--- config.mk ---
export PLATFORM = sky130hd
export DESIGN_NAME = mux_in_arbiter
export DESIGN_NICKNAME = d
export VERILOG_FILES = /design/src/rtl/mux_in_arbiter.sv
export SDC_FILE = /design/constraint.sdc
export NUM_CORES = 1
export LEC_CHECK = 0
export ABC_AREA = 1
export CORE_MARGIN = 2
export CORE_UTILIZATION = 35
export DETAILED_ROUTE_END_ITERATION = 6
export GPL_ROUTABILITY_DRIVEN = 0
export MAX_ROUTING_LAYER = met4
export PLACE_DENSITY = 0.65
export SYNTH_ARGS = -nofsm -noshare
export SYNTH_HDL_FRONTEND = slang
export SYNTH_SLANG_ARGS = --single-unit
--- constraint.sdc ---
create_clock -name clk -period 1.9 [get_ports clk]
set_clock_uncertainty 0.1 [all_clocks]
set_input_delay 0.57 -clock clk [delete_from_list [all_inputs] [get_ports clk]]
set_output_delay 0.57 -clock clk [all_outputs]
set_load 0.01 [all_outputs]
--- src/rtl/mux_in_arbiter.sv ---
// Two-channel valid/ready front end for a 2:1 select mux: one-word buffer per channel, round-robin grant, valid/ready output.
// Optional per-channel grant counters are enabled by defining MUX_ARB_CNT_EN.
module mux_in_arbiter #(
    parameter int DW    = 2,
    parameter int CNT_W = 8
) (
    input  logic             clk,
    input  logic             rst,
    input  logic             req0_valid,
    input  logic [DW-1:0]    req0_data,
    output logic             req0_ready,
    input  logic             req1_valid,
    input  logic [DW-1:0]    req1_data,
    output logic             req1_ready,
    output logic [DW-1:0]    mux_in0,
    output logic [DW-1:0]    mux_in1,
    output logic             mux_sel,
    output logic             out_valid,
    input  logic             out_ready
`ifdef MUX_ARB_CNT_EN
    ,
    output logic [CNT_W-1:0] grant0_cnt,
    output logic [CNT_W-1:0] grant1_cnt
`endif
);

    typedef enum logic [1:0] {
        IDLE   = 2'd0,
        GRANT0 = 2'd1,
        GRANT1 = 2'd2
    } state_t;

    state_t          state_reg, state_next;
    logic [1:0]      full_reg;
    logic [1:0]      valid_vec;
    logic [1:0]      accept;
    logic [1:0]      pop;
    logic [DW-1:0]   data_vec [2];
    logic [DW-1:0]   buf_reg  [2];
    logic            last_grant_reg;
    logic            mux_sel_reg;

    assign valid_vec   = {req1_valid, req0_valid};
    assign data_vec[0] = req0_data;
    assign data_vec[1] = req1_data;

    // Ready is the registered empty flag, forced low while reset is held.
    assign req0_ready = ~full_reg[0] & ~rst;
    assign req1_ready = ~full_reg[1] & ~rst;

    assign mux_in0   = buf_reg[0];
    assign mux_in1   = buf_reg[1];
    assign mux_sel   = mux_sel_reg;
    assign out_valid = (state_reg != IDLE);

    genvar gi;
    generate
        for (gi = 0; gi < 2; gi++) begin : g_chan
            assign accept[gi] = valid_vec[gi] & ~full_reg[gi];

            // A popped buffer only reopens on the following edge (no pass-through).
            always_ff @(posedge clk) begin
                if (rst) begin
                    full_reg[gi] <= 1'b0;
                    buf_reg[gi]  <= '0;
                end else begin
                    if (pop[gi]) begin
                        full_reg[gi] <= 1'b0;
                    end else if (accept[gi]) begin
                        full_reg[gi] <= 1'b1;
                    end
                    if (accept[gi]) begin
                        buf_reg[gi] <= data_vec[gi];
                    end
                end
            end
        end
    endgenerate

`ifdef MUX_ARB_CNT_EN
    logic [CNT_W-1:0] cnt_reg [2];

    generate
        for (gi = 0; gi < 2; gi++) begin : g_cnt
            always_ff @(posedge clk) begin
                if (rst) begin
                    cnt_reg[gi] <= '0;
                end else if (pop[gi] && (cnt_reg[gi] != {CNT_W{1'b1}})) begin
                    cnt_reg[gi] <= cnt_reg[gi] + 1'b1;
                end
            end
        end
    endgenerate

    assign grant0_cnt = cnt_reg[0];
    assign grant1_cnt = cnt_reg[1];
`endif

    always_comb begin
        state_next = state_reg;
        pop        = 2'b00;
        case (state_reg)
            IDLE: begin
                // On a tie the channel that did not win last time goes first.
                if (full_reg[0] && full_reg[1]) begin
                    state_next = last_grant_reg ? GRANT0 : GRANT1;
                end else if (full_reg[0]) begin
                    state_next = GRANT0;
                end else if (full_reg[1]) begin
                    state_next = GRANT1;
                end
            end
            GRANT0: begin
                if (out_ready) begin
                    pop[0]     = 1'b1;
                    state_next = full_reg[1] ? GRANT1 : IDLE;
                end
            end
            GRANT1: begin
                if (out_ready) begin
                    pop[1]     = 1'b1;
                    state_next = full_reg[0] ? GRANT0 : IDLE;
                end
            end
            default: state_next = IDLE;
        endcase
    end

    // mux_sel tracks the next grant so it is registered yet aligned with the state.
    always_ff @(posedge clk) begin
        if (rst) begin
            state_reg      <= IDLE;
            last_grant_reg <= 1'b1;
            mux_sel_reg    <= 1'b0;
        end else begin
            state_reg <= state_next;
            if (pop[0]) begin
                last_grant_reg <= 1'b0;
            end else if (pop[1]) begin
                last_grant_reg <= 1'b1;
            end
            if (state_next == GRANT1) begin
                mux_sel_reg <= 1'b1;
            end else if (state_next == GRANT0) begin
                mux_sel_reg <= 1'b0;
            end
        end
    end

endmodule
==> flow_metrics.env <==
export IMPL_antenna_found_initial=0
export IMPL_ys_seq_area_frac=0.512
export IMPL_grt_usage=0.155
export IMPL_drc_errors=0
export IMPL_totalPowerFinal_uw=538
export IMPL_start_kind="input port"
export IMPL_nets=94
export IMPL_die_w_um=40.6
export IMPL_final_common_cell="inv_1"
export IMPL_stdcell_count=98
export IMPL_p_int_uw=391
export IMPL_grt_overflow=0
export IMPL_die_y_um=40.6
export IMPL_power_leakage_uw=0.000352
export IMPL_cts_tree="yes"
export IMPL_crit_start="rst"
export IMPL_grt_start_max_net_pins=8
export IMPL_antennaDiodeCount=0
export IMPL_critPathArrivalTime_ps=1180
export IMPL_crit_type="input port to primary output"
export IMPL_dp_hpwl_um=731
export IMPL_cts_sinks=10
export IMPL_ir_drop_mv=0.576
export IMPL_fin_area_um2=707
export IMPL_p_sw_frac=0.273
export IMPL_worst_endpoint_required_ps=1230
export IMPL_drt_initial_drc_count=7
export IMPL_cts_root_buf="clkbuf_4"
export IMPL_synth_distinct_cells=15
export IMPL_switching_power_uw=147
export IMPL_outcome="finished, final reports clean"
export IMPL_ctsHoldBuffers=0
export IMPL_slew_headroom=0.793
export IMPL_dr_total_vias=446
export IMPL_syn_avg_cell_area_um2=7.82
export IMPL_cp_end_kind="primary output"
export IMPL_drt_total_wl_um=972
export IMPL_critPathSlowestCell="dlygate4sd2_1"
export IMPL_dieArea_um2=1650
export IMPL_largest_reg_flops=4
export IMPL_clkLatencyLatePin_ps=270
export IMPL_fmax_mhz=540
export IMPL_synth_compound_area_frac=0.0907
export IMPL_synth_area_top_cells="dfxtp_1, edfxtp_1, inv_1"
export IMPL_maxCapViolations=0
export IMPL_wire_per_inst_um=9.92
export IMPL_path_buf_inv=2
export IMPL_period_share=0.975
export IMPL_finalSetupViolCount=0
export IMPL_cts_path_max_buffers=2
export IMPL_first_pass_iters=4
export IMPL_ios=17
export IMPL_numPortBuffers=16
export IMPL_viasPerCell=4.55
export IMPL_seqPwrFrac=0.488
export IMPL_grt_pass1_vias=398
export IMPL_rsz0062_at_grt="no"
export IMPL_ys_ff_latch=10
export IMPL_syn_area_um2=469
export IMPL_synthAdderAreaFrac=0.0267
export IMPL_antenna_left=0
export IMPL_synth_area_leader_cell="dfxtp_1"
export IMPL_synth_top_family_by_area="simple AND/OR/NAND/NOR gates"
export IMPL_hold_start="mux_sel$_SDFFE_PP0P_"
export IMPL_p_comb_frac=0.240
export IMPL_muxShareOfSynthArea=0
export IMPL_postCtsSetupRepairBufs=0
export IMPL_period_minus_slack_ps=1850
export IMPL_hold_violations=0
export IMPL_drive_above_1_share=0.205
export IMPL_ys_warn_count=0
export IMPL_hp_class="register to register"
export IMPL_row_count=13
export IMPL_final_cell_mix="inv_1, clkdlybuf4s50_1, nand2_1"
export IMPL_cts_buffers=3
export IMPL_r2r_start="state_reg[0]$_SDFF_PP0_"
export IMPL_dp_cells=94
export IMPL_place_area_um2=671
export IMPL_p_per_area_nw_per_um2=761
export IMPL_synthSimpleGateAreaFrac=0.251
export IMPL_clock_power_share=0.272
export IMPL_drv_slew=0
export IMPL_synth_fp_nets=70
export IMPL_tightest_slew_ps=307
export IMPL_critPathMaxFanout=4
export IMPL_synthCells=60
export IMPL_start_util=0.370
export IMPL_synth_xor_xnor_area_share=0
export IMPL_areaGrowthSynthToFinish_pct=50.7
export IMPL_crit_family="buffers and inverters"
export IMPL_grt_pass1_wl_um=1570
export IMPL_crit_chain="clkdlybuf4s15_2, nor2_2, dlygate4sd2_1"
export IMPL_slowest_delay_ps=270
export IMPL_cts_htree_levels=1
export IMPL_synth_top_cell_area_share=0.256
export IMPL_core_area_um2=1270
export IMPL_clk_pin_slew_ps=60
==> layer usage <==
metal / up-vias / part of all wire / global-route usage
met2: 21 / 0.45 / 0.254
met3: 0 / 0.10 / 0.0815
met1: 186 / 0.44 / 0.159
met4: 0 / 0 / 0.0500
li1: 239 / - / -
met5: - / 0 / -
==> power by group through the flow <==
stage	combinational (uW)	clock (uW)	sequential [uW]
2_1_floorplan	55.6	0	269
3_3_place_gp	132	0	265
3_5_place_dp	133	0	265
4_1_cts	130	156	262
5_1_grt	146	165	265
6_report	129	146	263
==> what timing repair did <==
action                                  in CTS  in global routing
gates resized for setup                     12                  1
endpoints found under the setup margin       3                  1
cloned                                       0                  0
pin swaps                                    1                  0
==> cell type report <==
type / instances / area (um2)
multi-input cells: 35 / 178
clock buffers: 3 / 22.5
flip-flops and latches: 10 / 243
fillers: 141 / 562
inverters: 15 / 56.3
clock inverters: 1 / 3.75
well taps: 15 / 18.8
repair buffers: 19 / 185
==> final timing paths <==
path / cells after the start / slack [ps] / endpoint
max reg2reg: 7 / 460 / mux_sel$_SDFFE_PP0P_
min: 2 / 350 / mux_sel$_SDFFE_PP0P_
min reg2reg: 2 / 350 / mux_sel$_SDFFE_PP0P_
max: 3 / 50 / req1_ready
==> stage by stage <==
step	util	setup WS, ps	hold slack, ps	TNS, ps
after global placement	0.529	-539	338	-1240
after detailed placement	0.529	-559	341	-1290
after global routing	0.557	10.3	394	0
after floorplan	-	420	353	0
final	0.557	48.2	351	0
after CTS	0.555	40.9	353	0
==> cells in the mapped netlist <==
library cell	count
nor3_1	1
ha_1	1
o21ai_0	3
nand4_1	2
o21bai_1	1
nand2_1	7
nor2_1	8
o21ai_1	1
inv_2	2
nand3_1	5
nor2_2	3
a21oi_1	3
dfxtp_1	6
edfxtp_1	4
inv_1	13
==> kinds of logic (layout without fill, tap and decap cells) <==
logic type,after synthesis,in the layout
AOI/OAI and AO/OA,8,8
adders and majority gates,1,1
buffers and inverters,15,38
DFF,10,10
and+or+nand+nor,26,26
==> tightest hold or removal path, stage by stage (launching register included) <==
cell and delay (ps):
dfxtp_1 310, inv_1 50, a21oi_1 50
Power figures use the tool's default switching activity.
